[src/rtl/stack_controller_pkg.sv]
// stack_controller_pkg: op codes, FSM states and default sizing shared by the stack controller and its bench.
package stack_controller_pkg;
  localparam int DEF_DATA_W = 8;
  localparam int DEF_DEPTH = 16;
  typedef enum logic [1:0] {
    OP_PUSH = 2'b00,
    OP_POP  = 2'b01,
    OP_POP2 = 2'b10,
    OP_PEEK = 2'b11
  } op_e;
  typedef enum logic [2:0] {
    S_IDLE,
    S_WRITE,
    S_RD1,
    S_CAP1,
    S_CAP2,
    S_RESP,
    S_ERR
  } state_e;
  function automatic logic op_err(input op_e op, input logic is_empty, input logic is_full,
                                  input logic below_two);
    return (op == OP_PUSH) ? is_full : (op == OP_POP2) ? below_two : is_empty;
  endfunction
endpackage

[src/rtl/stack_ram.sv]
// stack_ram: single-port stack storage, synchronous write and synchronous read, no reset.
module stack_ram #(
  parameter int DATA_W = 8,
  parameter int DEPTH = 16,
  parameter int AW = $clog2(DEPTH)
) (
  input  logic              clk,
  input  logic              we,
  input  logic [AW-1:0]     addr,
  input  logic [DATA_W-1:0] wdata,
  output logic [DATA_W-1:0] rdata
);
  logic [DATA_W-1:0] mem [DEPTH];
  always_ff @(posedge clk) begin
    if (we) mem[addr] <= wdata;
    rdata <= mem[addr];
  end
endmodule

[src/rtl/stack_controller.sv]
// stack_controller: handshaked, error-checked operand stack sequencer over a sync-read RAM.
// Define STACK_WATERMARK_EN to add the peak-occupancy watermark output.
module stack_controller
  import stack_controller_pkg::*;
#(
  parameter int DATA_W = DEF_DATA_W,
  parameter int DEPTH = DEF_DEPTH,
  parameter int PTR_W = $clog2(DEPTH)
) (
  input  logic              clk,
  input  logic              reset,
  input  logic              clear,
  input  logic              req_valid,
  output logic              req_ready,
  input  logic [1:0]        req_op,
  input  logic [DATA_W-1:0] req_data,
  output logic              resp_valid,
  output logic              resp_err,
  output logic [DATA_W-1:0] resp_a,
  output logic [DATA_W-1:0] resp_b,
`ifdef STACK_WATERMARK_EN
  output logic [PTR_W:0]    watermark,
`endif
  output logic [PTR_W:0]    count,
  output logic              full,
  output logic              empty
);
  localparam logic [PTR_W:0] ONE = (PTR_W + 1)'(1);
  localparam logic [PTR_W:0] TWO = (PTR_W + 1)'(2);
  localparam logic [PTR_W:0] FULL_CNT = (PTR_W + 1)'(DEPTH);
  state_e state_q, state_d;
  op_e op_q, op_d;
  logic [DATA_W-1:0] data_q, data_d, ra_q, ra_d, rb_q, rb_d, ram_rdata;
  logic [PTR_W:0] sp_q, sp_d, sp_m1, sp_m2;
  logic full_q, empty_q, accept, err_in, ram_we;
  logic [PTR_W-1:0] ram_addr;
  assign req_ready = (state_q == S_IDLE) && !clear;
  assign accept = req_valid && req_ready;
  assign err_in = op_err(op_e'(req_op), empty_q, full_q, sp_q < TWO);
  assign sp_m1 = sp_q - ONE;
  assign sp_m2 = sp_q - TWO;
  always_comb begin
    state_d = state_q;
    op_d = op_q;
    data_d = data_q;
    ra_d = ra_q;
    rb_d = rb_q;
    sp_d = sp_q;
    ram_we = 1'b0;
    ram_addr = sp_q[PTR_W-1:0];
    case (state_q)
      S_IDLE: begin
        if (clear) sp_d = '0;
        else if (accept) begin
          op_d = op_e'(req_op);
          data_d = req_data;
          rb_d = (req_op == OP_POP2 && !err_in) ? rb_q : '0;
          ra_d = err_in ? '0 : ra_q;
          state_d = err_in ? S_ERR : (req_op == OP_PUSH) ? S_WRITE : S_RD1;
        end
      end
      S_WRITE: begin
        ram_we = 1'b1;
        sp_d = sp_q + ONE;
        state_d = S_RESP;
      end
      S_RD1: begin
        ram_addr = sp_m1[PTR_W-1:0];
        state_d = S_CAP1;
      end
      S_CAP1: begin
        ra_d = ram_rdata;
        ram_addr = sp_m2[PTR_W-1:0];
        sp_d = (op_q == OP_POP) ? sp_m1 : sp_q;
        state_d = (op_q == OP_POP2) ? S_CAP2 : S_RESP;
      end
      S_CAP2: begin
        rb_d = ram_rdata;
        sp_d = sp_m2;
        state_d = S_RESP;
      end
      default: state_d = S_IDLE;
    endcase
  end
  always_ff @(posedge clk or negedge reset) begin
    if (!reset) begin
      state_q <= S_IDLE;
      op_q <= OP_PUSH;
      data_q <= '0;
      ra_q <= '0;
      rb_q <= '0;
      sp_q <= '0;
      full_q <= 1'b0;
      empty_q <= 1'b1;
    end else begin
      state_q <= state_d;
      op_q <= op_d;
      data_q <= data_d;
      ra_q <= ra_d;
      rb_q <= rb_d;
      sp_q <= sp_d;
      full_q <= sp_d == FULL_CNT;
      empty_q <= sp_d == '0;
    end
  end
`ifdef STACK_WATERMARK_EN
  logic [PTR_W:0] wm_q, wm_d;
  always_comb wm_d = (state_q == S_IDLE && clear) ? '0 : (sp_d > wm_q) ? sp_d : wm_q;
  always_ff @(posedge clk or negedge reset) begin
    if (!reset) wm_q <= '0;
    else wm_q <= wm_d;
  end
  assign watermark = wm_q;
`endif
  assign resp_valid = (state_q == S_RESP) || (state_q == S_ERR);
  assign resp_err = state_q == S_ERR;
  assign resp_a = ra_q;
  assign resp_b = rb_q;
  assign count = sp_q;
  assign full = full_q;
  assign empty = empty_q;
  stack_ram #(.DATA_W(DATA_W), .DEPTH(DEPTH), .AW(PTR_W)) u_ram (
    .clk  (clk),
    .we   (ram_we),
    .addr (ram_addr),
    .wdata(data_q),
    .rdata(ram_rdata)
  );
endmodule

[config.mk]
export PLATFORM = sky130hd
export DESIGN_NAME = stack_controller
export DESIGN_NICKNAME = d
export VERILOG_FILES = /design/src/rtl/stack_controller_pkg.sv /design/src/rtl/stack_ram.sv /design/src/rtl/stack_controller.sv
export SDC_FILE = /design/constraint.sdc
export NUM_CORES = 1
export LEC_CHECK = 0
export CAP_MARGIN = 20
export CORE_UTILIZATION = 53
export DETAILED_ROUTE_END_ITERATION = 16
export HOLD_SLACK_MARGIN = 0.08
export PLACE_DENSITY = 0.75
export SYNTH_ARGS = -nofsm -noshare
export SYNTH_HDL_FRONTEND = slang
export SYNTH_SLANG_ARGS = --single-unit
[constraint.sdc]
create_clock -name clk -period 2.5 [get_ports clk]
set_clock_uncertainty 0.05 [all_clocks]
set_input_delay 0.375 -clock clk [delete_from_list [all_inputs] [get_ports clk]]
set_output_delay 0.375 -clock clk [all_outputs]
set_load 0.02 [all_outputs]
==> reports/results.txt, run 1 <==
Outcome - completed
R2R depth - 10
Post-Syn Area per Cell - 14.6 um^2
Post-Syn Nets - 506
EDFF count, synth - 128
WL/cell - 21.6 um
Area share of the largest cell type after synthesis - 54.2%
P per Cell Area - 1310 mW/mm^2
H-tree Lvls - 4
Largest family of logic cells by synthesized area - compound AO/OA/AOI/OAI gates
Final Hold Fails - 0
Lkg Pwr - 0.00318 uW
IO Pins - 40
# setup viols final - 0
Remaining DRCs - 0
Critical Path Start Type - register
Routed WL - 16,200 um
Achievable Freq - 0.411 GHz
Max Slew Vio Count - 0
Largest net degree at the start of global routing - 37
Worst slew margin - 49.5%
Max-cap viol count - 0
Effective utilization at floorplan - 55.3%
Core Area - 0.0128 mm^2
RR Endpoint - u_ram.mem[13][4]
Clock root buffer - clkbuf_16
Fin util - 67.1%
Hpwl dp - 10,600 um
TritonCTS Sinks - 172
RSZ-0062 raised after global routing - true
Flop2flop setup slack - 0.07 ns
Share of layout cells above drive strength 1 - 22.1%
R2R Path Start - count[1]
Synth cell types - 58
Crit Path Class - reg2reg
Pre-antenna DRT Iters - 5
Final Wtd Congestion - 0.875
Peak supply drop - 0.678 mV
Period utilisation layout - 97.3%
Synth Area in Compound Gates - 17.0%
First-pass GRT wire length - 25,300 um
Ys async rst share - 20.9%
Num rows - 41
Filler cells - 889
Antenna violations before repair - 0
Antenna Violating Nets Remaining - 0
Worst Hold Class - in2async
Mapped Cells - 487
Total GRT Usage - 24.7%
Dpl cells - 719
Ys Warns - 0
Die Y - 118 um
Area share of and/or/nand/nor cells after synthesis - 7.53%
Period minus WS final - 2.43 ns
CTS Buffer Depth - 2
CTS buffer count - 17
Slew @ Worst Pin - 0.757 ns
Synthesized cell area - 0.00709 mm^2
Routed vias/inst - 6.08
Post-synthesis sequential area ratio - 69.2%
Combinational power share - 36.7%
Total die area - 0.0138 mm^2
Port Buffers - 39
Die width - 118 um
Drt initial violations - 481
Seq pwr share - 40.5%
Worst skew pair latency - 0.43 ns
Mux cell area share after synthesis - 2.05%
Internal - 7260 uW
Vias in the first global route - 4,619
CP max FO - 7
Fin worst setup slack - 0.0671 ns
Clock power frac - 22.9%
Most used DFF post-synth - edfxtp_1
Layout area overhead - 21.3%
Final Non-Filler Cells - 752
Worst Path Arrival - 2.52 ns
DP Worst Slack - -0.0832 ns
Crit path from - count[1]
N_diodes - 0
Clk slew on worst S/H paths - 0.06 ns
CP endpoint kind - register
Switching share of power - 35.6%
Via count - 4,572
Seq cells post-synth - 172
Synth area leader - edfxtp_1
Worst Path Required - 2.58 ns
Post-Synth XOR/XNOR Area - 0.618%
Setup TNS - 0 ns
Total grt overflow - 0
CTS tree - yes
Switching pwr - 4010 uW
Post-synthesis adder-cell area fraction - 0.882%
Area contributors post-synth - edfxtp_1, dfrtp_1, a22o_1, dfxtp_1, nand2_1
NumNets Final - 586
Power, Total - 11,300 uW
cells by family (layout without fill, tap and decap cells):
logic type | after synthesis | in the layout
flops | 172 | 172
compound gates | 149 | 149
simple gates | 108 | 108
buf+inv | 36 | 129
mux | 12 | 12
fa+ha+maj | 5 | 5
xor+xnor | 5 | 5
registers in the layout, indices dropped and copies added, names as in the netlist:
signal and count:
op_q 2, u_ram.rdata 8, state_q 3, resp_b 8, resp_a 8, full 1
count 5, u_ram.mem 128, empty 1, data_q 8
synth_stat cells, drive strengths merged, types with 2 or more instances:
library cell / count
nand4: 2
nor3: 2
nand2b: 5
o2111ai: 8
a22oi: 3
dfxtp: 8
o221ai: 5
a31oi: 2
nor2b: 8
clkbuf: 3
nor4: 2
dfrtp: 35
xor2: 4
nor2: 28
and2: 2
nand3: 12
or3b: 3
inv: 10
or2: 2
buf: 23
o21ai: 34
edfxtp: 128
and2b: 3
o211ai: 2
mux2i: 2
ha: 5
a21oi: 9
a221oi: 9
mux2: 10
a22o: 65
nand2: 33
and3: 2
a21o: 3
through the flow:
step                instance area [um^2]  hold WS [ns]
floorplan                           7100        0.0294
global placement                    7940         0.399
detailed placement                  7940         0.405
CTS                                 8550         0.317
global route                        8600         0.361
finish                              8600         0.318
layout by cell type (no fill, tap or decap), drive strengths merged, types with 10 or more instances in the layout:
master / synthesis / final
edfxtp: 128 / 128
a22o: 65 / 65
buf: 23 / 48
clkdlybuf4s50: 0 / 37
dfrtp: 35 / 35
o21ai: 34 / 34
nand2: 33 / 33
nor2: 28 / 28
clkbuf: 3 / 23
nand3: 12 / 12
inv: 10 / 12
mux2: 10 / 10
area by class of cell:
| type | count | area, um^2 | area share, % |
|---|---|---|---|
| Clock buffer | 23 | 468 | 5.44 |
| Clock inverter | 9 | 113 | 1.31 |
| Inverter | 10 | 37.5 | 0.436 |
| Multi-Input combinational cell | 279 | 2090 | 24.3 |
| Sequential cell | 172 | 4910 | 57.0 |
| Tap cell | 172 | 215 | 2.50 |
| Timing Repair Buffer | 87 | 777 | 9.03 |
critical path, stage by stage (launching register included):
cell	delay, ns
dfrtp_1	0.36
inv_1	0.07
buf_4	0.14
ha_1	0.22
buf_4	0.15
nor2b_1	0.16
a21oi_2	0.07
o221ai_4	0.33
nand2b_1	0.19
nor2_2	0.20
buf_4	0.20
per-layer routing:
layer / vias to the layer above / GRT usage (%) / share of wire [%]
li1: 2069 / - / -
met1: 2244 / 31.2 / 41
met2: 214 / 39.9 / 48
met3: 45 / 6.01 / 6.7
met4: 0 / 11.9 / 3.5
met5: - / 0 / 0
power groups by stage:
| stage | logic [uW] | clock network (uW) | registers [uW] |
|---|---|---|---|
| after global routing | 4450 | 2730 | 4640 |
| after global placement | 3850 | 0 | 4590 |
| after floorplan | 2440 | 0 | 4480 |
| after CTS | 4000 | 2600 | 4560 |
| final | 4140 | 2580 | 4560 |
| after detailed placement | 3940 | 0 | 4610 |
worst max-delay path by stage:
stage / end / slack, ns / cells after the start
floorplan: u_ram.mem[10][0] / -0.12 / 8
global placement: u_ram.mem[2][4] / -0.03 / 8
detailed placement: u_ram.mem[1][5] / -0.08 / 8
CTS: u_ram.mem[1][1] / -0.05 / 8
global route: u_ram.mem[13][4] / -0.07 / 10
finish: u_ram.mem[13][4] / 0.07 / 10
timing repair:
item                                    4_1_cts  5_1_grt
setup buffers                                 0        1
hold endpoints to repair                      0        0
pin swaps                                     0        3
hold buffers                                  0        0
endpoints found under the setup margin       80      112
gates resized for setup                       7       14
cloned                                        0        0
Power figures use the tool's default switching activity.
==> run 2: changes to the inputs <==
--- a/config.mk
+++ b/config.mk
@@ -10,6 +10,7 @@
 export DETAILED_ROUTE_END_ITERATION = 16
 export HOLD_SLACK_MARGIN = 0.08
 export PLACE_DENSITY = 0.75
+export SLEW_MARGIN = 20
 export SYNTH_ARGS = -nofsm -noshare
 export SYNTH_HDL_FRONTEND = slang
 export SYNTH_SLANG_ARGS = --single-unit
==> results of run 2 <==
The final DEF is identical to that of run 1; final timing and power are the same.
